===== config.mk =====
export PLATFORM = sky130hd
export DESIGN_NAME = quadrant_reducer_flat
export DESIGN_NICKNAME = d
export VERILOG_FILES = /design/src/rtl/quadrant_reducer_if.sv /design/src/rtl/quadrant_reducer.sv /design/src/flat_wrapper.sv
export SDC_FILE = /design/constraint.sdc
export NUM_CORES = 1
export LEC_CHECK = 0
export ABC_AREA = 1
export CAP_MARGIN = 30
export CORE_MARGIN = 5
export CORE_UTILIZATION = 45
export CTS_CLUSTER_DIAMETER = 80
export DETAILED_ROUTE_END_ITERATION = 8
export GPL_ROUTABILITY_DRIVEN = 0
export PLACE_DENSITY_LB_ADDON = 0.12
export REMOVE_ABC_BUFFERS = 1
export SLEW_MARGIN = 20
export SYNTH_ARGS = -nofsm -noshare
export SYNTH_HDL_FRONTEND = slang
export SYNTH_SLANG_ARGS = --single-unit

===== constraint.sdc =====
create_clock -name clk -period 7 [get_ports clk]
set_input_delay 0.7 -clock clk [delete_from_list [all_inputs] [get_ports clk]]
set_output_delay 0.7 -clock clk [all_outputs]
set_load 0.02 [all_outputs]

===== src/rtl/quadrant_reducer_if.sv =====
// Handshake bundle for quadrant_reducer: angle in on the valid/ready input side,
// quadrant/quotient/reduced angle out on the valid/ready output side.
interface quadrant_reducer_if #(
    parameter int DATA_WIDTH = 32,
    parameter int QBITS      = 3
);
    logic                  in_valid;
    logic                  in_ready;
    logic [DATA_WIDTH-1:0] data_in;
    logic                  out_valid;
    logic                  out_ready;
    logic [1:0]            quadrant;
    logic [QBITS-1:0]      quotient;
    logic [DATA_WIDTH-1:0] data_out;

    modport master (
        output in_valid, data_in, out_ready,
        input  in_ready, out_valid, quadrant, quotient, data_out
    );

    modport slave (
        input  in_valid, data_in, out_ready,
        output in_ready, out_valid, quadrant, quotient, data_out
    );
endinterface


===== src/rtl/quadrant_reducer.sv =====
// Range reduction x -> k = floor(x / HALF_PI), r = x - k*HALF_PI by restoring division,
// one quotient bit per clock. Define QUAD_REDUCER_SIGNED_EN for two's complement input.
//
// state | meaning
// IDLE  | waiting for input, in_ready high
// RUN   | one restoring-division step per clock, cnt = quotient bit index
// FIX   | floor correction for negative input (signed build only)
// DONE  | result held on out_valid until out_ready
module quadrant_reducer #(
    parameter int                    DATA_WIDTH = 32,
    parameter int                    FRAC_BITS  = 29,
    parameter int                    QBITS      = 3,
    parameter logic [DATA_WIDTH-1:0] HALF_PI    = 32'h3243F6A9
) (
    input logic               clk,
    input logic               reset,
    quadrant_reducer_if.slave bus
);
    localparam int RW = DATA_WIDTH + QBITS;
    localparam int CW = (QBITS > 1) ? $clog2(QBITS) : 1;

    generate
        if (QBITS < 2 || FRAC_BITS >= DATA_WIDTH) begin : g_param_check
            $error("quadrant_reducer: QBITS must be >= 2 and FRAC_BITS < DATA_WIDTH");
        end
    endgenerate

`ifdef QUAD_REDUCER_SIGNED_EN
    typedef enum logic [1:0] {S_IDLE = 2'd0, S_RUN = 2'd1, S_FIX = 2'd2, S_DONE = 2'd3} state_t;
`else
    typedef enum logic [1:0] {S_IDLE = 2'd0, S_RUN = 2'd1, S_DONE = 2'd3} state_t;
`endif

    state_t                state_q, state_d;
    logic [RW-1:0]         rem_q;
    logic [QBITS-1:0]      quot_q;
    logic [CW-1:0]         cnt_q;
    logic [QBITS-1:0]      quot_out_q;
    logic [DATA_WIDTH-1:0] rem_out_q;

    logic [RW-1:0]         hp_ext, trial, rem_step;
    logic                  rem_ge;
    logic [QBITS-1:0]      quot_step;
    logic [DATA_WIDTH-1:0] mag_in;

    assign hp_ext    = RW'(HALF_PI);
    assign trial     = hp_ext << cnt_q;
    assign rem_ge    = rem_q >= trial;
    assign rem_step  = rem_ge ? (rem_q - trial) : rem_q;
    assign quot_step = quot_q | (QBITS'(rem_ge) << cnt_q);

`ifdef QUAD_REDUCER_SIGNED_EN
    logic                  neg_in, neg_q;
    logic [QBITS-1:0]      quot_fix;
    logic [DATA_WIDTH-1:0] rem_fix;

    assign neg_in = bus.data_in[DATA_WIDTH-1];
    assign mag_in = neg_in ? -bus.data_in : bus.data_in;

    // Magnitude was divided; convert truncation toward zero into floor.
    always_comb begin
        quot_fix = quot_q;
        rem_fix  = rem_q[DATA_WIDTH-1:0];
        if (neg_q) begin
            if (rem_q == '0) begin
                quot_fix = -quot_q;
                rem_fix  = '0;
            end else begin
                quot_fix = ~quot_q;
                rem_fix  = HALF_PI - rem_q[DATA_WIDTH-1:0];
            end
        end
    end
`else
    assign mag_in = bus.data_in;
`endif

    always_ff @(posedge clk) begin
        if (reset) begin
            state_q <= S_IDLE;
        end else begin
            state_q <= state_d;
        end
    end

    always_comb begin
        state_d = state_q;
        case (state_q)
            S_IDLE: if (bus.in_valid) state_d = S_RUN;
`ifdef QUAD_REDUCER_SIGNED_EN
            S_RUN:  if (cnt_q == '0) state_d = S_FIX;
            S_FIX:  state_d = S_DONE;
`else
            S_RUN:  if (cnt_q == '0) state_d = S_DONE;
`endif
            S_DONE: if (bus.out_ready) state_d = S_IDLE;
            default: state_d = S_IDLE;
        endcase
    end

    always_ff @(posedge clk) begin
        if (reset) begin
            rem_q      <= '0;
            quot_q     <= '0;
            cnt_q      <= '0;
            quot_out_q <= '0;
            rem_out_q  <= '0;
`ifdef QUAD_REDUCER_SIGNED_EN
            neg_q      <= 1'b0;
`endif
        end else begin
            case (state_q)
                S_IDLE: begin
                    if (bus.in_valid) begin
                        rem_q  <= RW'(mag_in);
                        quot_q <= '0;
                        cnt_q  <= CW'(QBITS - 1);
`ifdef QUAD_REDUCER_SIGNED_EN
                        neg_q  <= neg_in;
`endif
                    end
                end
                S_RUN: begin
                    rem_q  <= rem_step;
                    quot_q <= quot_step;
                    if (cnt_q != '0) begin
                        cnt_q <= cnt_q - CW'(1);
                    end
`ifndef QUAD_REDUCER_SIGNED_EN
                    else begin
                        quot_out_q <= quot_step;
                        rem_out_q  <= rem_step[DATA_WIDTH-1:0];
                    end
`endif
                end
`ifdef QUAD_REDUCER_SIGNED_EN
                S_FIX: begin
                    quot_out_q <= quot_fix;
                    rem_out_q  <= rem_fix;
                end
`endif
                default: ;
            endcase
        end
    end

    assign bus.in_ready  = (state_q == S_IDLE) && !reset;
    assign bus.out_valid = (state_q == S_DONE);
    assign bus.quadrant  = quot_out_q[1:0];
    assign bus.quotient  = quot_out_q;
    assign bus.data_out  = rem_out_q;
endmodule


===== src/flat_wrapper.sv =====
// flat-port wrapper written by rule: the top's interface ports become plain ports
module quadrant_reducer_flat 
#(
    parameter int                    DATA_WIDTH = 32,
    parameter int                    FRAC_BITS  = 29,
    parameter int                    QBITS      = 3,
    parameter logic [DATA_WIDTH-1:0] HALF_PI    = 32'h3243F6A9
)
  (clk, reset, bus_in_valid, bus_data_in, bus_out_ready, bus_in_ready, bus_out_valid, bus_quadrant, bus_quotient, bus_data_out);
  quadrant_reducer_if #(.DATA_WIDTH(DATA_WIDTH), .QBITS(QBITS)) bus_i ();
  input logic clk;
  input logic reset;
  input wire logic [$bits(bus_i.in_valid)-1:0] bus_in_valid;
  input wire logic [$bits(bus_i.data_in)-1:0] bus_data_in;
  input wire logic [$bits(bus_i.out_ready)-1:0] bus_out_ready;
  output wire logic [$bits(bus_i.in_ready)-1:0] bus_in_ready;
  output wire logic [$bits(bus_i.out_valid)-1:0] bus_out_valid;
  output wire logic [$bits(bus_i.quadrant)-1:0] bus_quadrant;
  output wire logic [$bits(bus_i.quotient)-1:0] bus_quotient;
  output wire logic [$bits(bus_i.data_out)-1:0] bus_data_out;
  assign bus_i.in_valid = bus_in_valid;
  assign bus_i.data_in = bus_data_in;
  assign bus_i.out_ready = bus_out_ready;
  assign bus_in_ready = bus_i.in_ready;
  assign bus_out_valid = bus_i.out_valid;
  assign bus_quadrant = bus_i.quadrant;
  assign bus_quotient = bus_i.quotient;
  assign bus_data_out = bus_i.data_out;
  quadrant_reducer #(.DATA_WIDTH(DATA_WIDTH), .FRAC_BITS(FRAC_BITS), .QBITS(QBITS), .HALF_PI(HALF_PI)) u_core (.clk(clk), .reset(reset), .bus(bus_i));
endmodule

Word level (Yosys, flattened, before mapping)
Index checks and enable logic that the tools add are counted.
{ "classes": {"order_cmp": 1, "n_reduce_logical": 11, "n_eq_ne": 7, "bitwise_logic": 2, "shift": 2, "muxes": 12, "n_addsub": 2} }
{ "op_table": {"columns": ["cell", "count"], "rows": [
  ["2-to-1 mux 35 bit", 2],
  ["one-hot mux 35 bit (2 select lines)", 1],
  ["greater-or-equal comparator 35 bit", 1],
  ["left shift 30 x 2 -> 35 bit, first input constant", 1],
  ["subtractor 35 bit", 1],
  ["2-to-1 mux 2 bit", 5],
  ["AND reduction 3 bit", 3],
  ["!= test 2 x 1 -> 1 bit, second input constant", 3],
  ["one-hot mux 2 bit (3 select lines)", 1],
  ["one-hot mux 3 bit (2 select lines)", 1],
  ["zero test 2 bit", 2],
  ["!= test 2 bit, second input constant", 2],
  ["one-hot mux 2 bit (2 select lines)", 1],
  ["AND reduction 2 bit", 2],
  ["nonzero test 2 bit", 2],
  ["2-to-1 mux 3 bit", 1],
  ["OR 3 bit", 1],
  ["left shift 1 x 2 -> 3 bit", 1],
  ["== test 2 x 1 -> 1 bit, second input constant", 1],
  ["== test 2 bit, second input constant", 1],
  ["subtractor 2 x 1 -> 2 bit, second input constant", 1],
  ["logical AND 1 bit", 1],
  ["zero test 1 bit", 1],
  ["inverter 1 bit", 1]
]} }
{ "totals": {"wordCells": 44, "input_bits": 36, "output_inout_bits": 39, "regBits": 77} }

Longest topological paths before layout
{ "logic_depth": {"ltp_word": 5, "ltp_mapped": 21, "ltp_nobuf": 20} }

Worst setup path after synthesis
OpenSTA, ideal clock, no wires.
{ "synth_path": {"path_type": "register -> register", "start": "reg u_core.cnt_q[0]", "end": "reg u_core.rem_out_q[18], in the netlist u_core.bus.data_out[18]", "stages_incl_launch_ff": 18, "period_less_slack_ns": 2.722, "setup_ns": 0.109, "slack_ns": 4.278, "n_path_buf": 1, "arrival_ns": 2.613, "required_ns": 6.891, "path_cell_list": "dfxtp_1 -> inv_1 -> ha_1 -> inv_1 -> ha_1 -> a21oi_1 -> a21boi_0 -> nor3_1 -> nor2_1 -> nand2_1 -> nor2_4 -> nand2_4 -> buf_8 -> or2_1 -> nand2_1 -> nand2_1 -> nand2_1 -> inv_1"} }
{ "synth_between": {"elab_chain_len": 3, "elab_cells_between_ends": 7, "classes_between": "add/sub (1); order compare (1); shift (1); mux (1); bitwise (1); reduce/logical (2)"} }
{ "synth_rtl": {"columns": ["item", "line", "source"], "rows": [
  ["from (decl)", "quadrant_reducer.sv:37", "logic [CW-1:0] cnt_q;"],
  ["from (signal assigned)", "quadrant_reducer.sv:117", "cnt_q <= CW'(QBITS - 1);"],
  ["from (signal assigned)", "quadrant_reducer.sv:127", "cnt_q <= cnt_q - CW'(1);"],
  ["left shift 30 x 2 -> 35 bit or nonzero test 2 bit (tied branches)", "quadrant_reducer.sv:47, quadrant_reducer.sv:126", null],
  ["subtractor 35 bit, or another cell as far along", "quadrant_reducer.sv:49", "assign rem_step = rem_ge ? (rem_q - trial) : rem_q;"],
  ["2-to-1 mux 35 bit or AND reduction 2 bit (tied branches)", null, null],
  ["to (signal assigned)", "quadrant_reducer.sv:132", "rem_out_q <= rem_step[DATA_WIDTH-1:0];"],
  ["to (decl)", "quadrant_reducer.sv:39", "logic [DATA_WIDTH-1:0] rem_out_q;"]
]} }
Several ways; a longest one is shown, not always the timed one. The select of a mux whose other input is x is not followed.
A chain may end at the register's enable or synchronous reset.

Worst setup path in the final report
{ "layout_path": {"start": "reg u_core.cnt_q[0]", "end": "reg u_core.rem_out_q[19], in the netlist u_core.bus.data_out[19]"} }
Same word-level chain as after synthesis.

==> flow_metrics.py <==
metrics = {
    "status": {
        "outcome": "finished, final reports clean",
    },
    "die": {
        "fp.dieH_um": 127,
        "core.rowCount": 42,
        "design.core.area_um2": 13300,
        "start_util_pct": 46.3,
        "pin_count": 75,
        "die_area_um2": 16200,
        "die-width_um": 127,
    },
    "timing": {
        "holdWs_ns": 0.466,
        "setup_viol": 0,
        "rsz0062_at_grt": "no",
        "slew_violations": 0,
        "hold_viol": 0,
        "finalWorstSetupSlack_ns": 2.99,
        "skew_ns": 0.0105,
        "tightestPinTransition_ns": 0.740,
        "finalSetupTns_ns": 0,
        "maxSlewHeadroom_pct": 50.6,
        "fmaxAchievable_ghz": 0.249,
        "period_needed_ns": 4.01,
        "final.period_utilization_pct": 57.3,
    },
    "global_routing": {
        "grt_first_pass_wirelength_um": 32600,
        "grt_overflow": 0,
        "antenna_found_initial": 0,
        "grt_max_degree": 48,
        "grt_usage_pct": 24.9,
        "grt_pass1_vias": 6386,
    },
    "routing": {
        "postRouteAntennaNets": 0,
        "firstDrtPassIters": 7,
        "first_iter_violations": 659,
        "vias_per_cell": 5.36,
        "drc_errors": 0,
        "routed_wl_um": 20200,
        "wl_per_cell_um": 15.7,
        "vias": 6908,
    },
    "power": {
        "clkPwrFrac_pct": 15.7,
        "intPower_mw": 1.55,
        "netSwitchingFraction_pct": 53.1,
        "vdd_drop_max_mv": 0.245,
        "p_comb_share_pct": 64.3,
        "p_seq_share_pct": 20.0,
        "p_leak_nw": 3.49,
        "power.density_nw_per_um2": 448,
        "power_switching_mw": 1.75,
    },
    "layout": {
        "fin_nets": 1174,
        "final_cell_mix": "nand2_1 (326), inv_1 (131), nand3_1 (121)",
        "final_util_pct": 55.1,
        "antenna_cells": 0,
        "design_area_um2": 7360,
        "mostFrequentLayoutCell": "nand2_1",
        "syn_to_final_growth_pct": 19.0,
        "drive_gt1_share_pct": 4.41,
    },
    "clock_tree": {
        "cts_made_buffers": 9,
        "cts_hold_buf": 0,
        "clockBufferDepth": 2,
        "htree_levels": 3,
        "cts_tree": "yes",
        "cts-root-buf": "clkbuf_16",
        "clkLatencyLatePin_ns": 0.36,
        "cts.repair.resized": 0,
        "clk_pin_slew_worst_paths_ns": 0.06,
        "post_cts_buffers": 0,
        "cts_sinks": 77,
    },
    "setup_path": {
        "arrival_ns": 4.26,
        "critPathRequiredTime_ns": 7.25,
        "worstSetupPathType": "flip-flop to flip-flop",
        "start_kind": "flip-flop",
        "path_max_fanout": 41,
        "critPathCaptureType": "flip-flop",
    },
    "place": {
        "dp_hpwl_um": 15300,
        "place_area_um2": 7040,
        "port-buffer-count": 74,
        "dpl_worst_slack_ns": 3.11,
    },
    "yosys": {
        "synthArstFlopShare_pct": 0,
        "synth_cell_types": 42,
        "synth_warnings": 0,
        "syn-instance-count": 1055,
        "ys_seq_area_share_pct": 24.9,
        "ys_ff_latch": 77,
        "synth_area_per_cell_um2": 5.86,
        "synth_edf_count": 0,
        "synth_ff_type": "dfxtp_1",
        "syn_area_um2": 6190,
    },
    "job": {
        "maxCapViolCount": 0,
    },
    "hold_path": {
        "hold_path.class": "flip-flop to flip-flop",
    },
}
[area by class of cell]
class,count,area [um^2]
Fill cell,1395,5990
Timing Repair Buffer,80,813
Inverter,136,510
Clock buffer,10,229
Tap cell,176,220
Clock inverter,6,93.8
Multi-Input combinational cell,803,3950
Sequential cell,77,1540
[cells in the mapped netlist (2+ instances only)]
master | number | area, um^2
nand2_1 | 326 | 1220
inv_1 | 131 | 492
nand3_1 | 121 | 606
nor2_1 | 104 | 390
a21oi_1 | 77 | 385
dfxtp_1 | 77 | 1540
o21ai_0 | 53 | 265
ha_1 | 30 | 375
clkbuf_1 | 21 | 78.8
o211ai_1 | 15 | 113
nand4_1 | 12 | 75.1
nor3_1 | 12 | 60.1
xor2_1 | 11 | 96.3
buf_1 | 5 | 18.8
buf_2 | 5 | 25.0
buf_4 | 5 | 37.5
nand2_2 | 5 | 31.3
nand2_4 | 5 | 56.3
nor2_2 | 5 | 31.3
inv_2 | 4 | 15.0
nor2_4 | 3 | 33.8
xnor2_1 | 3 | 26.3
nand3b_1 | 2 | 15.0
nor4_1 | 2 | 12.5
o21ai_1 | 2 | 10.0
o21bai_1 | 2 | 15.0
or2_1 | 2 | 12.5
[critical path, cell delays in order (launching register included)]
cell,delay [ns]
dfxtp_1,0.37
inv_1,0.30
ha_1,0.43
inv_2,0.16
ha_1,0.37
a21oi_1,0.26
nor2_1,0.06
nor2_1,0.15
nand2_1,0.11
nand2_1,0.07
nand2_1,0.08
nor2_4,0.39
nand2_4,0.40
inv_1,0.35
nand2_1,0.14
nand2_1,0.09
nand2_1,0.05
nand2_1,0.07
inv_1,0.04
[per-stage QoR]
| stage | std cells | power (mW) |
|---|---|---|
| after floorplan | 1016 | 2.11 |
| after global placement | 1270 | 2.73 |
| after detailed placement | 1272 | 2.74 |
| after CTS | 1288 | 3.28 |
| after global routing | 1288 | 3.58 |
| final | 1288 | 3.30 |
[flip-flops by register name, indices dropped and copies added (netlist names)]
name	count
u_core.rem_q	35
u_core.quot_q	3
u_core.cnt_q	2
u_core.bus.quotient	3
u_core.bus.data_out	32
u_core.state_q	2
[power groups by stage]
stage	registers [mW]	clock network [mW]	logic [mW]
final	0.659	0.518	2.12
after global routing	0.677	0.546	2.35
after CTS	0.657	0.527	2.09
after detailed placement	0.665	0	2.08
after floorplan	0.693	0	1.42
after global placement	0.666	0	2.06
[per-layer routing]
layer | vias to the layer above | GRT usage (%) | wire length, um
li1 | 3498 | - | -
met2 | 303 | 38.0 | 8640
met3 | 29 | 4.88 | 1640
met4 | 0 | 7.89 | 506
met5 | - | 0 | 0
met1 | 3078 | 35.3 | 9380
[final timing paths]
kind / startpoint / endpoint / slack [ns] / depth (start not counted)
min: u_core.quot_q[0]$_SDFFE_PP0P_ / u_core.quot_q[0]$_SDFFE_PP0P_ / 0.47 / 2
max: u_core.cnt_q[0]$_SDFFE_PP0P_ / u_core.bus.data_out[19]$_SDFFE_PP0P_ / 2.99 / 18
max reg2reg: u_core.cnt_q[0]$_SDFFE_PP0P_ / u_core.bus.data_out[19]$_SDFFE_PP0P_ / 2.99 / 18
min reg2reg: u_core.quot_q[0]$_SDFFE_PP0P_ / u_core.quot_q[0]$_SDFFE_PP0P_ / 0.47 / 2
[kinds of logic (layout without fill, tap and decap cells)]
group	after synthesis	count (layout)	share of synthesized area, %
buf+inv	175	232	11.3
compound gates	154	154	13.4
xor+xnor	14	14	1.98
flops	77	77	24.9
fa+ha+maj	31	31	6.39
simple gates	604	604	42.0
(Power assumes the default switching activity.)
